===== config.mk =====
export PLATFORM = sky130hd
export DESIGN_NAME = pipe_hazard_ctrl
export DESIGN_NICKNAME = d
export VERILOG_FILES = /design/src/rtl/pipe_hazard_ctrl.sv
export SDC_FILE = /design/constraint.sdc
export NUM_CORES = 1
export LEC_CHECK = 0
export CELL_PAD_IN_SITES_DETAIL_PLACEMENT = 2
export CELL_PAD_IN_SITES_GLOBAL_PLACEMENT = 2
export CORE_ASPECT_RATIO = 0.5
export CORE_MARGIN = 2
export CORE_UTILIZATION = 29
export DETAILED_ROUTE_END_ITERATION = 8
export GPL_TIMING_DRIVEN = 0
export PLACE_DENSITY = 0.9
export RECOVER_POWER = 25
export SETUP_SLACK_MARGIN = 0.4
export SYNTH_ARGS = -nofsm -noshare
export SYNTH_HDL_FRONTEND = slang
export SYNTH_SLANG_ARGS = --single-unit

===== constraint.sdc =====
create_clock -name clk -period 3.6 [get_ports clk]
set_clock_uncertainty 0.05 [all_clocks]
set_input_delay 0.54 -clock clk [delete_from_list [all_inputs] [get_ports clk]]
set_output_delay 0.54 -clock clk [all_outputs]
set_load 0.01 [all_outputs]

===== src/rtl/pipe_hazard_ctrl.sv =====
// pipe_hazard_ctrl: forwarding select, load-use bubbles, redirect flush and multi-cycle freeze for a 5-stage pipe
module pipe_hazard_ctrl #(
  parameter int MC_TIMEOUT = 64,
  parameter int CNT_W      = 32
) (
  input  logic             clk,
  input  logic             rst,
  input  logic [4:0]       id_rs1,
  input  logic [4:0]       id_rs2,
  input  logic             id_rs1_used,
  input  logic             id_rs2_used,
  input  logic             ex_rf_we,
  input  logic [4:0]       ex_rf_waddr,
  input  logic             ex_is_load,
  input  logic             mem_rf_we,
  input  logic [4:0]       mem_rf_waddr,
  input  logic             mem_is_load,
  input  logic             wb_rf_we,
  input  logic [4:0]       wb_rf_waddr,
  input  logic             ex_mc_start,
  input  logic             ex_mc_done,
  input  logic             ex_redirect,
  output logic             pc_ena,
  output logic             pc_sel_redirect,
  output logic             id_reg_ena,
  output logic             id_reg_valid,
  output logic             ex_reg_ena,
  output logic             ex_reg_valid,
  output logic             mem_reg_ena,
  output logic             mem_reg_valid,
  output logic [1:0]       fwd_sel_a,
  output logic [1:0]       fwd_sel_b,
  output logic             mc_timeout,
  output logic [CNT_W-1:0] stall_cnt,
  output logic [CNT_W-1:0] flush_cnt
);
  localparam int WD_W = $clog2(MC_TIMEOUT + 1);
  localparam logic [WD_W-1:0] WD_LAST = WD_W'(MC_TIMEOUT - 1);
  typedef enum logic [1:0] {RUN = 2'd0, MC_WAIT = 2'd1} state_e;
  state_e state_q, state_d;
  logic [WD_W-1:0] wd_q, wd_d;
  logic mc_timeout_q, mc_timeout_d;
  logic [CNT_W-1:0] stall_q, stall_d, flush_q, flush_d;
  logic ex_a, mem_a, wb_a, ex_b, mem_b, wb_b;
  logic [1:0] raw_a, raw_b;
  logic load_use, mc_busy, redirect;
  assign ex_a  = id_rs1_used && id_rs1 != 5'd0 && ex_rf_we  && ex_rf_waddr  == id_rs1;
  assign mem_a = id_rs1_used && id_rs1 != 5'd0 && mem_rf_we && mem_rf_waddr == id_rs1;
  assign wb_a  = id_rs1_used && id_rs1 != 5'd0 && wb_rf_we  && wb_rf_waddr  == id_rs1;
  assign ex_b  = id_rs2_used && id_rs2 != 5'd0 && ex_rf_we  && ex_rf_waddr  == id_rs2;
  assign mem_b = id_rs2_used && id_rs2 != 5'd0 && mem_rf_we && mem_rf_waddr == id_rs2;
  assign wb_b  = id_rs2_used && id_rs2 != 5'd0 && wb_rf_we  && wb_rf_waddr  == id_rs2;
  assign raw_a = (ex_a && !ex_is_load) ? 2'b01 : (mem_a && !mem_is_load) ? 2'b10 : wb_a ? 2'b11 : 2'b00;
  assign raw_b = (ex_b && !ex_is_load) ? 2'b01 : (mem_b && !mem_is_load) ? 2'b10 : wb_b ? 2'b11 : 2'b00;
  // a load is only a hazard when it is the nearest producer of the operand
  assign load_use = (ex_a ? ex_is_load : mem_a && mem_is_load) || (ex_b ? ex_is_load : mem_b && mem_is_load);
  assign mc_busy  = (state_q == RUN) ? ex_mc_start && !ex_mc_done : !ex_mc_done;
  assign redirect = ex_redirect && !mc_busy;
  assign mc_timeout = mc_timeout_q;
  assign stall_cnt  = stall_q;
  assign flush_cnt  = flush_q;
  // stage control by priority: reset, multi-cycle freeze, redirect, load-use, free flow
  always_comb begin
    pc_ena          = 1'b1;
    pc_sel_redirect = 1'b0;
    id_reg_ena      = 1'b1;
    id_reg_valid    = 1'b1;
    ex_reg_ena      = 1'b1;
    ex_reg_valid    = 1'b1;
    mem_reg_ena     = 1'b1;
    mem_reg_valid   = 1'b1;
    fwd_sel_a       = raw_a;
    fwd_sel_b       = raw_b;
    if (rst) begin
      id_reg_valid  = 1'b0;
      ex_reg_valid  = 1'b0;
      mem_reg_valid = 1'b0;
      fwd_sel_a     = 2'b00;
      fwd_sel_b     = 2'b00;
    end else if (mc_busy) begin
      pc_ena        = 1'b0;
      id_reg_ena    = 1'b0;
      ex_reg_ena    = 1'b0;
      mem_reg_valid = 1'b0;
    end else if (redirect) begin
      pc_sel_redirect = 1'b1;
      id_reg_valid    = 1'b0;
      ex_reg_valid    = 1'b0;
    end else if (load_use) begin
      pc_ena       = 1'b0;
      id_reg_ena   = 1'b0;
      ex_reg_valid = 1'b0;
    end
  end
  // next state, watchdog and event counters
  always_comb begin
    state_d      = state_q;
    wd_d         = wd_q;
    mc_timeout_d = mc_timeout_q;
    stall_d      = stall_q + CNT_W'(!pc_ena);
    flush_d      = flush_q + CNT_W'(redirect);
    if (state_q == RUN && mc_busy) begin
      state_d = MC_WAIT;
      wd_d    = '0;
    end else if (state_q == MC_WAIT) begin
      mc_timeout_d = mc_timeout_q || wd_q == WD_LAST;
      wd_d         = wd_q + WD_W'(wd_q != WD_LAST);
      state_d      = ex_mc_done ? RUN : MC_WAIT;
    end
  end
  // state and counter registers
  always_ff @(posedge clk or posedge rst) begin
    if (rst) begin
      state_q      <= RUN;
      wd_q         <= '0;
      mc_timeout_q <= 1'b0;
      stall_q      <= '0;
      flush_q      <= '0;
    end else begin
      state_q      <= state_d;
      wd_q         <= wd_d;
      mc_timeout_q <= mc_timeout_d;
      stall_q      <= stall_d;
      flush_q      <= flush_d;
    end
  end
endmodule


Word level (Yosys, flattened, before mapping)
Index checks and enable logic that the tools add are counted.

Input port bits: 37. Logic and storage cells: 85. Output and inout port bits: 77. Flip-flop bits (word level): 74.

Add/subtract/negate cells: 3. Reduce and logical (&&, ||, !) cells: 35. Equal/unequal tests: 9. Bitwise logic cells: 1. Multiplexer cells: 32.

Operators with widths (count): $add 32x1->32 (2); $eq 5x5->1 (6); $logic_and 1x1->1 (23); $mux 1 (20); $mux 2 (10); $mux 7 (2); $reduce_bool 5->1 (2); $add 7x1->7 (1); $eq 7x6->1 const B (1); $ne 7x6->1 const B (1); $logic_not 1->1 (5); $eq 2x1->1 const B (1); $logic_not 2->1 (1); $logic_or 1x1->1 (2); $reduce_and 2->1 (1); $reduce_bool 2->1 (1); $not 1->1 (1).

Longest topological paths before layout
Gate-level depths: netlist of run 1.

Depth after elaboration: 13. Depth in mapped cells: 13. Gate-level depth less buffers: 12.

Worst setup path before layout of run 1
No wires, ideal clock.

Path kind: input to register. Start point: in rst. End point: reg stall_q[26], in the netlist stall_cnt[26]. Buffers on the path: 0. Stages on the path: 10. Required time: 3.471 ns. Setup time: 0.079 ns. Arrival: 4.175 ns. Slack: -0.704 ns. Cells stage by stage: inv_1 -> nand2_1 -> o211ai_1 -> ha_1 -> ha_1 -> inv_1 -> nor4_4 -> nand4_1 -> nor2_1 -> xor2_1.

Cells in the longest elaborated chain, start to end: 3.

Ends and longest elaborated chain: start, declared (RTL line 7) `input logic rst,`; $mux 1 (RTL line 74) `if (rst) begin`; $logic_not 1->1 (RTL line 100) `stall_d = stall_q + CNT_W'(!pc_ena);`; $add 32x1->32 (RTL line 100); named net stall_d[26] (RTL line 43) `logic [CNT_W-1:0] stall_q, stall_d, flush_q, flush_d;`; end signal, assigned (RTL line 123) `stall_q <= stall_d;`; end, declared (RTL line 43).

The timed path passes the listed nets, and every way through them passes these cells. A chain may end at the register's enable or synchronous reset.

Worst setup path in the final report of run 1
Start point: in rst. End point: out pc_sel_redirect.

Cells in the longest elaborated chain, start to end: 1.

Ends and longest elaborated chain: $mux 1 (RTL line 74); end, declared (RTL line 24) `output logic pc_sel_redirect,`.

Every way passes these cells.

==> results by group, run 1 <==
Run status
  • Status: finished clean

Critical path
  • Crit-path cells: dlygate4sd3_1 > clkinvlp_2 > buf_12 > buf_12 > and3_1 > clkdlybuf4s50_1
  • CP max FO: 34
  • CP most frequent cell: buf_12
  • Worst Setup Start Kind: input pin
  • Crit-path slowest cell: dlygate4sd3_1
  • Critical Path AT: 2550 ps
  • Setup crit end kind: output port
  • Worst setup path category: input pin to output port
  • Slowest Stage Delay on Critical Path: 700 ps
  • Flop-to-flop setup slack: 680 ps
  • WP data required: 3010 ps

Timing
  • Final Slew Violations: 0
  • Final Hold Fails: 0
  • Period utilization: 87.4%
  • RSZ-0062 raised after global routing: yes
  • Worst-Margin Slew: 730 ps
  • # setup viols final: 0
  • Worst rel slew slack: 51.4%
  • F_max: 318 MHz
  • Crit path time final: 3140 ps

Placement
  • # port buffers: 112
  • Dpl hpwl: 8.81 mm
  • Placed Cells: 629
  • Gpl congestion: 0.781

GRT
  • First-pass GRT wire length: 19.2 mm
  • GR Layer Usage met1: 19.9%
  • Global route total overflow: 0
  • Vias in the first global route: 3586
  • Gr busiest metal: met2
  • Met2 Use GR: 33.9%
  • Largest net degree at the start of global routing: 35
  • Grt met3 use: 4.77%
  • Initial antenna violation count: 0
  • Total track usage: 18.0%

Detailed routing
  • Per-cell routed wire length: 18.1 um
  • Post-Route WL: 11.9 mm
  • Post-route ant nets: 0
  • Initial DRC Count: 138
  • Via count: 3190
  • Drt pass-1 iters: 4
  • Avg Vias per Cell: 4.86
  • DRC errors left: 0

Finish
  • FF+latch area: 1830 um^2
  • Fillers: 1362
  • Area grow syn2layout: 48.9%
  • Post-layout util: 43.7%
  • Multi-input logic area: 1900 um^2
  • Share of layout cells above drive strength 1: 12.1%
  • # nets final: 525
  • Fin cells: 656
  • Diode count: 0

Job
  • Max Cap Violations: 0

Logic synthesis
  • Synth Register Bits: 73
  • Synth area leaders: dfrtp_1, xnor2_1, xor2_1
  • Area leader, netlist: dfrtp_1
  • Syn Nets: 388
  • Post-synth cell types: 34
  • Seq/Total Area, Yosys: 49.5%
  • Gate count of the mapped netlist: 345
  • Avg Cell Area, Syn: 10.7 um^2
  • Warnings, synthesis: 0
  • Share of the synthesized area in the top cell type: 49.5%
  • Post-Syn Area: 3690 um^2

Clock tree
  • Clk sinks: 73
  • Hold Buf Count CTS: 0
  • CTS tree: built
  • Clock H-tree levels: 3
  • Clock root buffer: clkbuf_16
  • Reg clk slew, reported paths: 50 ps
  • TritonCTS Buffers: 9
  • CTS Buffer Depth: 2
  • Skew-Pair Late Insertion Delay: 330 ps

Floorplanning
  • Num rows: 29
  • Initial Util: 29.4%
  • Die Y: 83.7 um
  • Num ports: 114
  • Die W: 163 um
  • Die Area: 13700 um^2
  • Core footprint: 12600 um^2

Power
  • Peak supply drop: 0.000252 V
  • Internal power: 1630 uW
  • Leakage: 0.00242 uW
  • Clock power frac: 38.0%
  • Sequential power share: 43.6%
  • Net Sw Power: 615 uW
  • Sw Share: 27.3%
  • Pwr/cell area: 409 nW/um^2
  • Comb power frac: 18.4%

Hold path
  • HP Class: register to register
-- per-stage QoR --
step / setup slack, ps / TNS, ps / area [um^2] / hold slack [ps] / total power, uW
finish: 455 / 0 / 5490 / 410 / 2250
global route: 323 / 0 / 5490 / 453 / 2350
CTS: 398 / 0 / 5420 / 423 / 2260
detailed placement: -660 / -7910 / 5080 / 416 / 1390
global placement: -974 / -26730 / 5040 / 408 / 1360
floorplan: 404 / 0 / 3710 / 397 / 1130
-- power by group through the flow --
stage / clock network [uW] / logic, uW / registers, uW
2_1_floorplan: 0 / 132 / 999
3_3_place_gp: 0 / 371 / 987
3_5_place_dp: 0 / 399 / 991
4_1_cts: 875 / 406 / 979
5_1_grt: 910 / 447 / 994
6_report: 854 / 413 / 981
-- timing repair --
item,in CTS,in global routing
endpoints found under the setup margin,32,20
setup buffers,7,5
cloned,0,0
gates resized for setup,52,25
pin swaps,16,15
-- placed cells by master (no fill, tap or decap), drive strengths merged --
master / instances
nand2: 33
clkinv: 1
conb: 1
clkbuf: 17
dfrtp: 73
nor4: 10
o211a: 2
nand3: 20
dlygate4sd2: 9
o21bai: 4
buf: 22
nand2b: 1
xnor2: 47
and4: 9
and2: 2
and3: 10
nor3: 4
or3: 4
o22a: 1
o21ai: 7
or2b: 1
ha: 6
dlygate4sd3: 1
clkinvlp: 2
o21a: 2
dlymetal6s2s: 3
inv: 7
nor2: 19
clkdlybuf4s50: 90
o31ai: 2
xor2: 43
o211ai: 5
nand4: 24
a21oi: 2
or4: 2
-- flip-flops by register name (all words and copies together) (netlist names) --
signal / cells
wd_q: 7
flush_cnt: 32
stall_cnt: 32
mc_timeout: 1
state_q: 1
-- critical path, delay by kind of cell --
family,cells,cell delay (ps)
buffers and inverters,5,1820
and+or+nand+nor,1,180
-- Yosys cell counts --
cell      instances
a21oi_1           2
and2_1            2
and3_1           10
and4_1            7
and4_4            2
buf_4             2
clkbuf_1          1
conb_1            1
dfrtp_1          73
ha_1              6
inv_1             8
nand2_1          33
nand2b_1          1
nand3_1          20
nand4_1          23
nand4_2           1
nor2_1           19
nor3_1            3
nor3_2            1
nor4_1            8
nor4_2            1
nor4_4            1
o211a_1           2
o211ai_1          5
o21a_1            2
o21ai_0           7
o21bai_1          4
o22a_1            1
o31ai_1           2
or2b_1            1
or3_1             4
or4_1             2
xnor2_1          47
xor2_1           43
-- final timing paths --
kind / from / end / cells past startpoint
max in group asynchronous: rst / stall_cnt[12] / 4
worst max-delay path: rst / pc_sel_redirect / 6
worst min register to register: stall_cnt[31] / stall_cnt[31] / 1
worst min-delay path: stall_cnt[31] / stall_cnt[31] / 1
min in group asynchronous: rst / wd_q[0] / 3
worst max register to register: state_q[0] / flush_cnt[12] / 9
-- per-layer routing --
layer | vias to the layer above | wire (um)
li1 | 1482 | -
met1 | 1627 | 4700
met2 | 68 | 6400
met3 | 13 | 549
met4 | 0 | 209
met5 | - | 0
-- layout make-up --
class	count	share of cell area, %
buffer	3	0.365
clock buffer	13	4.92
sequential	73	33.3
clock inverter	2	0.228
inverter	8	0.570
multi-input combinational	261	34.5
timing repair buffer	126	22.2
tap	170	3.87
-- kinds of logic after synthesis --
group | after synthesis | synth area share, %
adders and majority gates | 6 | 2.04
and+or+nand+nor | 139 | 21.0
other | 1 | 0.102
AOI/OAI and AO/OA | 25 | 4.65
DFF | 73 | 49.5
buffers and inverters | 11 | 1.32
xor gates and xnor gates | 90 | 21.4
(Power assumes the default switching activity.)
==> run 2: changes to the inputs <==
Settings changed: PLACE_DENSITY 0.9 to default, PLACE_DENSITY_LB_ADDON from default to 0.1.
==> results by group, run 2 (same netlist as run 1, synthesis figures left out) <==
GRT
  • Vias in the first global route: 3514 (-2.0%)
  • Largest net degree at the start of global routing: 42 (+20%)
  • Total track usage: 17.6% (-0.43 points)
  • Global route total overflow: 0 (unchanged)
  • Initial antenna violation count: 0 (unchanged)
  • First-pass GRT wire length: 18.9 mm (-1.9%)

Job
  • Max Cap Violations: 0 (unchanged)

Detailed routing
  • DRC errors left: 0 (unchanged)
  • Per-cell routed wire length: 17.2 um (-4.6%)
  • Avg Vias per Cell: 4.79 (-1.5%)
  • Post-route ant nets: 0 (unchanged)
  • Via count: 3171 (-0.60%)
  • Initial DRC Count: 102 (-26%)
  • Drt pass-1 iters: 4 (unchanged)
  • Post-Route WL: 11.4 mm (-3.7%)

Finish
  • Commonest cells after routing, fill and taps aside: dfrtp_1, clkdlybuf4s50_1, xnor2_1, xor2_1, nand2_1
  • Area grow syn2layout: 51.9%
  • Diode count: 0 (unchanged)
  • Fin area: 5600 um^2 (+2.0%)
  • # nets final: 530 (+0.95%)
  • Share of layout cells above drive strength 1: 13.8% (+1.7 points)
  • Most common cell after layout, fill and taps aside: dfrtp_1
  • Fin cells: 662 (+0.91%)

Critical path
  • Worst Setup Start Kind: input pin
  • Delay-heaviest family, CP: simple AND/OR/NAND/NOR gates
  • Slowest Stage Delay on Critical Path: 550 ps (-150 ps)
  • Critical Path AT: 3360 ps (+810 ps)
  • Crit path buf inv count: 3 (-2)
  • WP data required: 3800 ps (+790 ps)
  • Worst r2r src: state_q[0]
  • Crit-path slowest cell: dlygate4sd3_1
  • Setup crit end kind: register
  • Crit-path cells: dlygate4sd3_1 > o21bai_1 > and2_0 > nor2_2 > nand2_1 > o211ai_1 > ha_2 > ha_4 > inv_4 > nor4_4 > nand4_1 > buf_6 > nor2_4 > xor2_1
  • CP startpoint: ex_mc_start
  • CP max FO: 5 (-85%)
  • Worst setup path category: input pin to register

Clock tree
  • Clock H-tree levels: 3 (unchanged)
  • Reg clk slew, reported paths: 60 ps (about the same)
  • CTS Buffer Depth: 2 (unchanged)
  • Hold Buf Count CTS: 0 (unchanged)
  • Clk sinks: 73 (unchanged)
  • TritonCTS Buffers: 9 (unchanged)
  • Clock root buffer: clkbuf_16
  • CTS tree: built
  • Skew-Pair Late Insertion Delay: 330 ps (about the same)

Floorplanning
  • Die Area: 13700 um^2 (unchanged)
  • Core footprint: 12600 um^2 (unchanged)
  • Num ports: 114 (unchanged)
  • Num rows: 29 (unchanged)
  • Die Y: 83.7 um (unchanged)
  • Initial Util: 29.4% (unchanged)
  • Die W: 163 um (unchanged)

Power
  • Leakage: 0.00250 uW (+3.4%)
  • Pwr/cell area: 421 nW/um^2 (+3.0%)
  • Peak supply drop: 0.000262 V (+4.0%)

Timing
  • Period utilization: 87.9% (+0.53 points)
  • RSZ-0062 raised after global routing: yes
  • # setup viols final: 0 (unchanged)
  • Sum Neg Setup Slack: 0 ps (unchanged)
  • F_max: 316 MHz (-0.61%)
  • Crit path time final: 3160 ps (+19.2 ps)
  • Final Slew Violations: 0 (unchanged)
  • Final Hold Fails: 0 (unchanged)
  • Worst rel slew slack: 30.3% (-21 points)
  • Worst-Margin Slew: 1040 ps (+310 ps)

Hold path
  • Min-delay src: stall_cnt[31]
  • HP Class: register to register

Placement
  • Dpl hpwl: 8.46 mm (-4.0%)
  • Placed instance area: 5060 um^2 (-0.39%)
  • Placed Cells: 628 (-0.16%)
  • # port buffers: 112 (unchanged)
  • Gpl congestion: 0.886 (+13%)

Run status
  • Status: finished clean
run 2: cell count changes in the layout (fill, tap and decap cells not counted), moves of 2 or more:
cell and change:
nor2_4 +2, clkdlybuf4s50_1 -19, bufinv_16 +2, buf_4 +2
dlygate4sd3_1 +16, buf_6 +2, dlygate4sd2_1 +3
run 2: repair_timing:
| action | in CTS | in global routing |
|---|---|---|
| cloned | 1 | 0 |
| endpoints found under the setup margin | 36 | 19 |
| resized for setup | 54 | 41 |
| pin swaps | 19 | 23 |
| buffers inserted | 9 | 8 |
run 2: layout make-up:
cell class,count,area (um^2)
Tap cell,170,213
Timing Repair inverter,1,5.00
Buffer,3,20.0
Multi-Input combinational cell,261,1920
Fill cell,1334,6950
Inverter,8,33.8
Clock inverter,5,77.6
Clock buffer,11,253
Sequential cell,73,1830
Timing Repair Buffer,130,1250
run 2: worst register-to-register path: cells and delay by family, from the launching register on:
family          cells  cell delay [ps]
simple gates        6             1080
fa+ha+maj           2              450
buf+inv             3              410
compound gates      2              400
flops               1              320
xor+xnor            1              150
run 2: worst paths after layout:
kind                                       to  slack (ps)  depth (start not counted)
worst max-delay path            stall_cnt[30]         440                         14
worst min-delay path            stall_cnt[31]         410                          1
worst max register to register  stall_cnt[30]         660                         14
worst min register to register  stall_cnt[31]         410                          1
max in group asynchronous        flush_cnt[9]        1780                          3
min in group asynchronous             wd_q[0]         950                          3
run 2: metal layers:
metal / track usage (%) / vias up / wire length [um]
li1: - / 1491 / -
met1: 22.4 / 1573 / 4990
met2: 29.7 / 94 / 5630
met3: 4.87 / 13 / 651
met4: 4.39 / 0 / 140
met5: 0 / - / 0
run 2: metrics by stage:
step	utilization (%)	setup slack, ps	total power [uW]	hold WS [ps]
after floorplan	-	404	1130	397
after global placement	40.2	-983	1350	405
after detailed placement	40.3	-747	1380	420
after CTS	43.6	352	2390	437
after global routing	44.6	178	2490	456
final	44.6	436	2360	412
run 2: where the power goes:
part | leakage [uW] | internal, uW | switching, uW
Clock | 0.000162 | 642 | 345
Combinational | 0.00136 | 216 | 183
Sequential | 0.000981 | 890 | 84.6
